## src/rtl/trace_pkg.sv

```systemverilog
// Shared types for the trace capture path: event kind, packed trace entry
// and the byte-enable value reported for register-file writes.
package trace_pkg;

    typedef enum logic {
        TR_GRF = 1'b0,
        TR_DM  = 1'b1
    } trace_kind_e;

    // 1 + 32 + 32 + 4 + 32 = 101 bits
    typedef struct packed {
        trace_kind_e kind;
        logic [31:0] pc;
        logic [31:0] addr;
        logic [3:0]  be;
        logic [31:0] data;
    } trace_entry_t;

    localparam logic [3:0] TR_BE_FULL = 4'b1111;

endpackage

```

## src/rtl/trace_fifo.sv

```systemverilog
// Dual-push, single-pop circular FIFO of trace entries with show-ahead head.
// push_n selects how many of push0/push1 are written this cycle (push0 first).
module trace_fifo
    import trace_pkg::*;
#(
    parameter int DEPTH = 8
) (
    input  logic                     clk,
    input  logic                     rst_n,
    input  logic [1:0]               push_n,
    input  trace_entry_t             push0,
    input  trace_entry_t             push1,
    input  logic                     pop,
    output trace_entry_t             head,
    output logic [$clog2(DEPTH):0]   count,
    output logic [$clog2(DEPTH):0]   free
);

    localparam int AW = $clog2(DEPTH);

    trace_entry_t  mem_r [DEPTH];
    logic [AW-1:0] wr_ptr_r;
    logic [AW-1:0] rd_ptr_r;
    logic [AW:0]   count_r;
    logic          pop_s;

    // A pop on an empty FIFO is ignored so the pointers can never desync.
    assign pop_s = pop && (count_r != '0);

    // A same-cycle pop frees its slot for that cycle's pushes.
    assign free  = (AW+1)'(DEPTH) - count_r + (AW+1)'(pop_s);
    assign count = count_r;
    assign head  = (count_r != '0) ? mem_r[rd_ptr_r] : '0;

    // Storage: write one or two entries at the write pointer, clear on reset.
    always_ff @(posedge clk or negedge rst_n) begin
        if (!rst_n) begin
            for (int i = 0; i < DEPTH; i++) begin
                mem_r[i] <= '0;
            end
        end else begin
            if (push_n != 2'd0) begin
                mem_r[wr_ptr_r] <= push0;
            end
            if (push_n == 2'd2) begin
                mem_r[wr_ptr_r + AW'(1)] <= push1;
            end
        end
    end

    // Pointer and occupancy bookkeeping; pointers wrap modulo DEPTH.
    always_ff @(posedge clk or negedge rst_n) begin
        if (!rst_n) begin
            wr_ptr_r <= '0;
            rd_ptr_r <= '0;
            count_r  <= '0;
        end else begin
            wr_ptr_r <= wr_ptr_r + AW'(push_n);
            rd_ptr_r <= rd_ptr_r + AW'(pop_s);
            count_r  <= count_r + (AW+1)'(push_n) - (AW+1)'(pop_s);
        end
    end

endmodule

```

## src/rtl/trace_collector.sv

```systemverilog
// Snoops the core's GRF (WB) and DM (MEM) write ports, orders same-cycle
// events GRF-first, buffers them and tracks drops when the buffer is full.
module trace_collector
    import trace_pkg::*;
#(
    parameter int DEPTH = 8,
    parameter int CNT_W = 16
) (
    input  logic             clk,
    input  logic             reset,
    input  logic             grf_we,
    input  logic [31:0]      grf_pc,
    input  logic [4:0]       grf_addr,
    input  logic [31:0]      grf_wd,
    input  logic             dm_we,
    input  logic [31:0]      dm_pc,
    input  logic [31:0]      dm_addr,
    input  logic [3:0]       dm_be,
    input  logic [31:0]      dm_wd,
    output logic             out_valid,
    input  logic             out_ready,
    output logic             out_kind,
    output logic [31:0]      out_pc,
    output logic [31:0]      out_addr,
    output logic [3:0]       out_be,
    output logic [31:0]      out_data,
    output logic             overflow,
    output logic [CNT_W-1:0] drop_cnt
);

    localparam int AW = $clog2(DEPTH);

    logic             grf_ev_s;
    logic             dm_ev_s;
    logic             pop_s;
    logic [1:0]       push_n_s;
    logic [1:0]       drop_n_s;
    trace_entry_t     grf_entry_s;
    trace_entry_t     dm_entry_s;
    trace_entry_t     push0_s;
    trace_entry_t     push1_s;
    trace_entry_t     head_s;
    logic [AW:0]      count_s;
    logic [AW:0]      free_s;
    logic [CNT_W:0]   drop_sum_s;
    logic [CNT_W-1:0] drop_cnt_nxt_s;
    logic             overflow_r;
    logic [CNT_W-1:0] drop_cnt_r;

    // Writes to $0 and stores with no lanes enabled are not architectural.
    assign grf_ev_s = grf_we && (grf_addr != 5'd0);
    assign dm_ev_s  = dm_we && (dm_be != 4'd0);

    assign grf_entry_s = '{kind: TR_GRF, pc: grf_pc, addr: {27'd0, grf_addr},
                           be: TR_BE_FULL, data: grf_wd};
    assign dm_entry_s  = '{kind: TR_DM, pc: dm_pc, addr: dm_addr,
                           be: dm_be, data: dm_wd};

    assign out_valid = (count_s != '0);
    assign pop_s     = out_valid && out_ready;

    // Push ordering and drop arbitration against the space left this cycle.
    always_comb begin
        push_n_s = 2'd0;
        drop_n_s = 2'd0;
        push0_s  = grf_entry_s;
        push1_s  = dm_entry_s;
        case ({grf_ev_s, dm_ev_s})
            2'b11: begin
                if (free_s >= (AW+1)'(2)) begin
                    push_n_s = 2'd2;
                end else if (free_s == (AW+1)'(1)) begin
                    push_n_s = 2'd1;
                    drop_n_s = 2'd1;
                end else begin
                    drop_n_s = 2'd2;
                end
            end
            2'b10: begin
                if (free_s != '0) begin
                    push_n_s = 2'd1;
                end else begin
                    drop_n_s = 2'd1;
                end
            end
            2'b01: begin
                push0_s = dm_entry_s;
                if (free_s != '0) begin
                    push_n_s = 2'd1;
                end else begin
                    drop_n_s = 2'd1;
                end
            end
            default: begin
                push_n_s = 2'd0;
                drop_n_s = 2'd0;
            end
        endcase
    end

    // Saturating next value of the drop counter.
    always_comb begin
        drop_sum_s = {1'b0, drop_cnt_r} + (CNT_W+1)'(drop_n_s);
        if (drop_sum_s[CNT_W]) begin
            drop_cnt_nxt_s = '1;
        end else begin
            drop_cnt_nxt_s = drop_sum_s[CNT_W-1:0];
        end
    end

    // Drop counter and sticky overflow flag; both clear only on reset.
    always_ff @(posedge clk or negedge reset) begin
        if (!reset) begin
            drop_cnt_r <= '0;
            overflow_r <= 1'b0;
        end else begin
            drop_cnt_r <= drop_cnt_nxt_s;
            if (drop_n_s != 2'd0) begin
                overflow_r <= 1'b1;
            end
        end
    end

    trace_fifo #(
        .DEPTH (DEPTH)
    ) u_fifo (
        .clk    (clk),
        .rst_n  (reset),
        .push_n (push_n_s),
        .push0  (push0_s),
        .push1  (push1_s),
        .pop    (pop_s),
        .head   (head_s),
        .count  (count_s),
        .free   (free_s)
    );

    assign out_kind = head_s.kind;
    assign out_pc   = head_s.pc;
    assign out_addr = head_s.addr;
    assign out_be   = head_s.be;
    assign out_data = head_s.data;
    assign overflow = overflow_r;
    assign drop_cnt = drop_cnt_r;

endmodule

```

## config.mk

```make
export PLATFORM = sky130hd
export DESIGN_NAME = trace_collector
export DESIGN_NICKNAME = d
export VERILOG_FILES = /design/src/rtl/trace_pkg.sv /design/src/rtl/trace_fifo.sv /design/src/rtl/trace_collector.sv
export SDC_FILE = /design/constraint.sdc
export NUM_CORES = 2
export LEC_CHECK = 0
export BUFFER_PORTS_ARGS = -buffer_cell sky130_fd_sc_hd__buf_2
export CAP_MARGIN = 30
export CORE_MARGIN = 3
export CORE_UTILIZATION = 64
export DETAILED_ROUTE_END_ITERATION = 16
export HOLD_SLACK_MARGIN = 0.05
export PLACE_DENSITY = 0.84
export SLEW_MARGIN = 40
export SYNTH_ARGS = -nofsm -noshare
export SYNTH_HDL_FRONTEND = slang
export SYNTH_SLANG_ARGS = --single-unit
```

## constraint.sdc

```tcl
create_clock -name clk -period 9.6 [get_ports clk]
set_clock_uncertainty 0.1 [all_clocks]
set_input_delay 0.48 -clock clk [delete_from_list [all_inputs] [get_ports clk]]
set_output_delay 0.48 -clock clk [all_outputs]
set_load 0.01 [all_outputs]
```

* Word-level counts from Yosys, hierarchy flattened
Cells that the tools add are included.
Word-level totals: flip-flop bits (word level) 835, latch bits 0, bits in writable memories 0, ROM bits 0, bits of input ports 174, output and inout bits 119, memories 0
Operators by class: add/sub/neg operators 8, multipliers 0, divide/modulo/power cells 0, magnitude comparators 6, equality and inequality tests 5, shift operators 0, mux-type cells 22, bitwise gates (word level) 3, reduce and logical (&&, ||, !) cells 13
Operators with widths (count):
- 808-bit bitwise mux | 2
- 808-bit two-way mux | 2
- 101-bit demux with 3-bit select | 2
- 101-bit two-way mux | 6
- 101-bit binary-select mux with 3-bit select | 1
- 16-bit by 2-bit adder with 17-bit output | 1
- 16-bit two-way mux | 1
- 4-bit >= comparator, second input constant | 3
- 3-bit NOT with 4-bit output | 3
- 4-bit nonzero test | 3
- 4-bit by 1-bit < comparator with 1-bit output, second input constant | 2
- 2-bit case mux with 2 select lines | 2
- 2-bit equality test, second input constant | 3
- 1-bit logical AND | 6
- 2-bit two-way mux | 3
- 5-bit nonzero test | 1
- 4-bit by 1-bit adder with 4-bit output | 1
- 4-bit by 2-bit adder with 4-bit output | 1
- 4-bit by 1-bit equality test with 1-bit output, second input constant | 1
- 4-bit by 2-bit >= comparator with 1-bit output, second input constant | 1
- 2-bit nonzero test | 2
- 4-bit by 1-bit subtractor with 4-bit output | 1
- 4-bit subtractor, first input constant | 1
- 3-bit by 1-bit adder with 3-bit output | 1
- 5 further kinds | 7

* Longest topological paths before layout
depth in word-level cells 12, depth in mapped cells 21, mapped depth without buffers 19

* Cells and area by module
From an unflattened synthesis, not the netlist that was laid out.
Unflattened totals: cell total of the unflattened synthesis 5724, area total of the unflattened synthesis 51525.7 µm²
By module, submodules not included:
- trace_fifo | times used 1, cells each 5512, area an instance 49515.0 µm²
- trace_collector | times used 1, cells each 212, area an instance 2010.7 µm²

* Least setup slack after synthesis
OpenSTA, ideal clock, no wires.
path kind flip-flop to flip-flop, start point register u_fifo.count_r[2] (netlist: u_fifo.count[2]), end point register drop_cnt_r[14] (netlist: drop_cnt[14]), library setup time 0.088 ns, data arrival time 4.073 ns, data required time 9.412 ns, slack 5.339 ns, cell stages (with the launch flop) 21, buffers on the path 2, clock period less this slack 4.261 ns, cell sequence dfrtp_1 inv_1 ha_1 and3_1 clkbuf_1 inv_1 nand2_1 ha_1 inv_1 ha_1 or2_2 buf_1 o21a_1 nor3_1 ha_1 inv_1 fa_1 nor4_1 and2_1 a31oi_1 a41oi_1
Between the ends: word-level cells in the longest chain between the ends 10, elaborated cells between the ends (all ways) 14, classes of those cells add/sub: 3; order compare: 1; eq/ne: 1; mux: 5; reduce/logical: 4
Ends and longest elaborated chain:
- start, declared | RTL line trace_fifo.sv:24 | logic [AW:0] count_r;
- start signal, assigned | RTL line trace_fifo.sv:60 | count_r <= count_r + (AW+1)'(push_n) - (AW+1)'(pop_s);
- 4-bit nonzero test * | RTL line trace_collector.sv:59 | assign out_valid = (count_s != '0);
- named net out_valid | RTL line trace_collector.sv:20 | output logic out_valid,
- 1-bit logical AND | RTL line trace_collector.sv:60 | assign pop_s = out_valid && out_ready;
- 1-bit logical AND * | RTL line trace_fifo.sv:28 | assign pop_s = pop && (count_r != '0);
- 4-bit by 1-bit adder with 4-bit output * | RTL line trace_fifo.sv:31 | assign free = (AW+1)'(DEPTH) - count_r + (AW+1)'(pop_s);
- parallel branches: the longest is 3 deep, another holds 4-bit by 2-bit >= comparator with 1-bit output
- 2-bit case mux with 2 select lines * | RTL line trace_collector.sv:68 | case ({grf_ev_s, dm_ev_s})
- 16-bit by 2-bit adder with 17-bit output * | RTL line trace_collector.sv:103 | drop_sum_s = {1'b0, drop_cnt_r} + (CNT_W+1)'(drop_n_s);
- 16-bit two-way mux * | RTL line trace_collector.sv:104 | if (drop_sum_s[CNT_W]) begin
- named net drop_cnt_nxt_s[14] | RTL line trace_collector.sv:46 | logic [CNT_W-1:0] drop_cnt_nxt_s;
- end signal, assigned | RTL line trace_collector.sv:117 | drop_cnt_r <= drop_cnt_nxt_s;
- end, declared | RTL line trace_collector.sv:48 | logic [CNT_W-1:0] drop_cnt_r;
Mark *: on every way through the listed nets, which the timed path passes. A chain may end at the register's enable or synchronous reset.

* Final worst setup path
start point register u_fifo.count_r[2] (netlist: u_fifo.count[2]), end point register u_fifo.mem_r[507] (netlist name)
Between the ends: word-level cells in the longest chain between the ends 12, elaborated cells between the ends (all ways) 17, classes of those cells add/sub: 2; order compare: 1; eq/ne: 2; mux: 7; reduce/logical: 5
Ends and longest elaborated chain:
- parallel branches: the longest is 3 deep, another holds 4-bit subtractor
- 4-bit by 1-bit adder with 4-bit output * | RTL line trace_fifo.sv:31
- parallel branches: the longest is 3 deep, another holds 4-bit by 2-bit >= comparator with 1-bit output
- 2-bit case mux with 2 select lines * | RTL line trace_collector.sv:68
- 2-bit nonzero test | RTL line trace_fifo.sv:42 | if (push_n != 2'd0) begin
- 808-bit two-way mux | RTL line trace_fifo.sv:42
- 808-bit bitwise mux | RTL line trace_fifo.sv:46 | mem_r[wr_ptr_r + AW'(1)] <= push1;
- 808-bit two-way mux * | RTL line trace_fifo.sv:45 | if (push_n == 2'd2) begin
- end signal, assigned by index | RTL line trace_fifo.sv:43 | mem_r[wr_ptr_r] <= push0;
- end signal, assigned by index | RTL line trace_fifo.sv:46
- end, declared | RTL line trace_fifo.sv:21 | trace_entry_t mem_r [DEPTH];
Every way passes the cells marked *.

==> results summary <==
The number of max-slew violations in the final report came out at 0. Global routing used 41.1% of the available tracks. The cell row count is 97. TritonCTS built the clock tree.

The placement-stage cell area came out at around 47,000 sq um. The number of post-CTS setup repair buffers came out at 0. The detailed-route via count is 41,000.

The wire length per cell after detailed routing is 30.1 um. The number of levels in the clock H-tree came out at 3. For this run, the leading register cell type out of synthesis is dfrtp_1.

Data arrives at the worst endpoint at roughly 6000 ps. Setup violations remaining at the end of the flow were counted as 0. At the pin with the least slew margin, the transition time is just under 1000 ps. The first-pass GRT wire length came out at 240,000 um. Summing all non-filler instances in the final layout gives an area of 51,100 sq um. The global routing usage on met3 came out at 12.6%. Walking the worst path, the cells encountered are inv_1 > ha_1 > and3_4 > inv_1 > nand2_1 > ha_1 > inv_1 > ha_1 > nor2b_2 > a21oi_4 > o211ai_1 > buf_12 > buf_16 > nor2_4 > buf_16 > buf_4 > o2bb2ai_1.

The number of vias per cell after detailed routing is 7.94. Clock tree synthesis found a total of 835 sinks. The placer's final routability congestion estimate is 0.826. The effective utilization at floorplan is 64.8%. The post-synthesis cell type count is 56. The buffers plus inverters on the worst setup path is 7. The post-cts gate resize count came out at 0. The total of buffers placed on input and output ports is ~290. The largest individual stage delay along the critical path comes from the cell and3_4. The worst pin sits at a relative slew slack of 35.4%. The classification of the worst setup path is register to register. The total of fill cells in the finished design is 4,745. The number of antenna violations at the first check in global routing is 9. Based on the critical path, the design can be clocked at up to between 150 and 200 MHz. The total CTS buffers came out at 90. The met2 usage in global routing is 62.6%.

The y dimension of the die came out at 272 um. The number of search-and-repair iterations in the first detailed-routing pass came out at 8. The synthesis-to-finish area growth came out at 12.5%. The number of nets at the end of the flow is 4,333. The max-cap check violation count came out at 0.

After floorplanning, the core was sized to cover 70,100 sq um. The run finished with clean final reports. Data on the critical path is required at its endpoint by between 10,000 and 15,000 ps. In the routed design, unresolved DRC markers number 0. For this design, the CTS-stage hold fixing added 85 buffers. Clock-pin slew was measured on the worst setup and hold paths at 60 ps. The I/O pin count is 293. The most common cell after layout, fill and taps aside is dfrtp_1.

For the worst-skew pair, the clock arrives at the later sink with an insertion delay of 670 ps. The final hold violation count is 0. On the critical path the largest part of the delay comes from buffers and inverters. The worst path needs ~5500 ps of the cycle, external delays included.

The synthesis-stage register bit count is between 800 and 900. Of the available clock period, the critical path in the final layout requires 57.6%. met2 is the most crowded layer. The post-synthesis instance area came out at 45,400 sq um.

Global routing used between 50% and 60% of the available met1 tracks. The worst-case IR drop observed on VDD is 390 uV. The fraction of final layout cells with drive strength greater than 1 is around a fifth.

The total half-perimeter wirelength after legalization and detailed placement came out at 78,300 um. The residual overflow from global routing came out at 0. The library cells used most frequently in the layout, excluding fill and tap cells, are 832 x dfrtp_1, 558 x a21oi_1, 556 x o22ai_1, 552 x o2bb2ai_1, 291 x buf_2. The flip-flop and latch area is 20,900 sq um. The power density normalized to cell area came out at 388 nW/um^2. The mean instance size in the synthesized netlist came out at ~11 sq um. The die covers around 74,000 sq um. The synthesized design contains 0 enable-type register cells. The longest clock path from root to sink contains 3 buffers. The kind of start point of the critical path is a register. The via count of the first global-routing pass is 42,100.

The die width is 272 um. The count of nets left with antenna violations after detail routing is 0. The leakage power summed over all cells is 20.1 nW.

The routed wire length came out at around 160,000 um. For this run, the slowest stage of the critical path takes approximately 700 ps. Synthesis produced 4,179 cells.

The Yosys step of the flow raised 0 warnings. The nature of the critical path endpoint is a register. The number of nets in the synthesized netlist came out at 4,373. Entering global routing, the biggest net connects approximately 180 pins. The DRC marker count from the first detailed-route iteration came out at 6,535. The worst hold path belongs to the class input port to register.

The area used by multi-input combinational logic is 22,100 sq um. The share of synthesized registers carrying an async set or reset is 100%. The sequential fraction of the synthesis area is between 40% and 50%.

Setup repair after global routing left no endpoint under its margin. The buffer cell driving the clock tree root is clkbuf_16. The total negative setup slack came out at 0 ps.

Along the worst path, the maximum fanout reaches 114.
## power breakdown
group / switching [W] / total (W) / leakage (nW) / internal, W
logic: 0.00607 / 0.00988 / 8.57 / 0.00380
clock network: 0.00156 / 0.00373 / 1.58 / 0.00217
registers: 0.00106 / 0.00623 / 9.95 / 0.00517
## per-layer routing
| layer | wire (um) | vias up | part of all wire, % |
|---|---|---|---|
| met5 | 78 | - | 0.050 |
| met4 | 8490 | 12 | 5.5 |
| met3 | 22800 | 809 | 15 |
| met2 | 70000 | 3897 | 45 |
| met1 | 53900 | 19900 | 35 |
| li1 | - | 16300 | - |
## cell families (layout without fill, tap and decap cells)
| family | count (synthesis) | in the layout | share of synthesized area, % |
|---|---|---|---|
| compound gates | 1979 | 1979 | 30.6 |
| flops | 835 | 835 | 46.0 |
| buf+inv | 624 | 661 | 5.68 |
| mux | 372 | 372 | 13.8 |
| simple gates | 332 | 332 | 3.00 |
| fa+ha+maj | 20 | 20 | 0.600 |
| xor+xnor | 17 | 17 | 0.328 |
| other cells | 0 | 4 | 0 |
## state kept, by name, indices dropped and copies added (netlist names)
name,count
u_fifo.count,4
u_fifo.mem_r,808
overflow,1
drop_cnt,16
u_fifo.wr_ptr_r,3
u_fifo.rd_ptr_r,3
## worst reg2reg max path, stage by stage (launching register included)
cell and delay (ps):
dfrtp_1 400, inv_1 90, ha_1 160, and3_4 700, inv_1 130, nand2_1 120, ha_1 180, inv_1 50
ha_1 180, nor2b_2 180, a21oi_4 490, o211ai_1 300, buf_12 310, buf_16 360, nor2_4 550, buf_16 250
buf_4 670, o2bb2ai_1 230
## synthesized netlist by cell type (all sizes together) (3+ instances only)
cell type  instances  area share, %
dfrtp            835             46
o22ai            568            8.0
a21oi            559            6.2
o2bb2ai          552             11
buf              342            3.3
clkbuf           259            2.1
a22o             216            4.2
mux4             202             10
mux2i            170            3.7
nand2            170            1.4
nor2             119            1.0
o22a              32           0.62
inv               23           0.19
ha                17           0.47
a22oi             16           0.35
o21ai             10           0.11
xor2               9           0.17
nand3              8          0.088
nor2b              8           0.12
o211ai             8           0.14
xnor2              8           0.15
nand2b             6          0.083
and2               4          0.055
and3               4          0.055
o211a              4          0.088
a211oi             3           0.10
fa                 3           0.13
nor3               3          0.033
or2                3          0.041
## stage by stage
| step | total power, W | instances | hold WS (ps) | util, % | worst slack [ps] |
|---|---|---|---|---|---|
| 2_1_floorplan | 0.0126 | 4179 | 84.4 | - | 5340 |
| 3_3_place_gp | 0.0152 | 4881 | 365 | 66.1 | 3910 |
| 3_5_place_dp | 0.0156 | 4898 | 374 | 66.8 | 3970 |
| 4_1_cts | 0.0194 | 5152 | 50.0 | 72.6 | 3960 |
| 5_1_grt | 0.0206 | 5157 | 72.8 | 72.8 | 3760 |
| 6_report | 0.0198 | 5160 | 70.8 | 72.8 | 4070 |
## final timing paths
kind	startpoint	to	slack, ps	cells after the start
max in group asynchronous	reset	u_fifo.mem_r[490]	7040	6
min in group asynchronous	reset	u_fifo.mem_r[658]	180	2
setup / recovery	u_fifo.count[2]	u_fifo.mem_r[507]	4070	17
setup reg to reg	u_fifo.count[2]	u_fifo.mem_r[507]	4070	17
hold / removal	dm_addr[24]	u_fifo.mem_r[60]	70	2
hold reg to reg	u_fifo.mem_r[136]	u_fifo.mem_r[136]	390	1
## area by class of cell
class,count,share of cell area (%)
clock inverter,44,1.18
multi-input combinational,2720,43.3
sequential,835,40.9
clock buffer,125,5.12
antenna,4,0.0196
timing repair buffer,469,7.01
inverter,23,0.169
tap,940,2.30
Power figures use the tool's default switching activity.
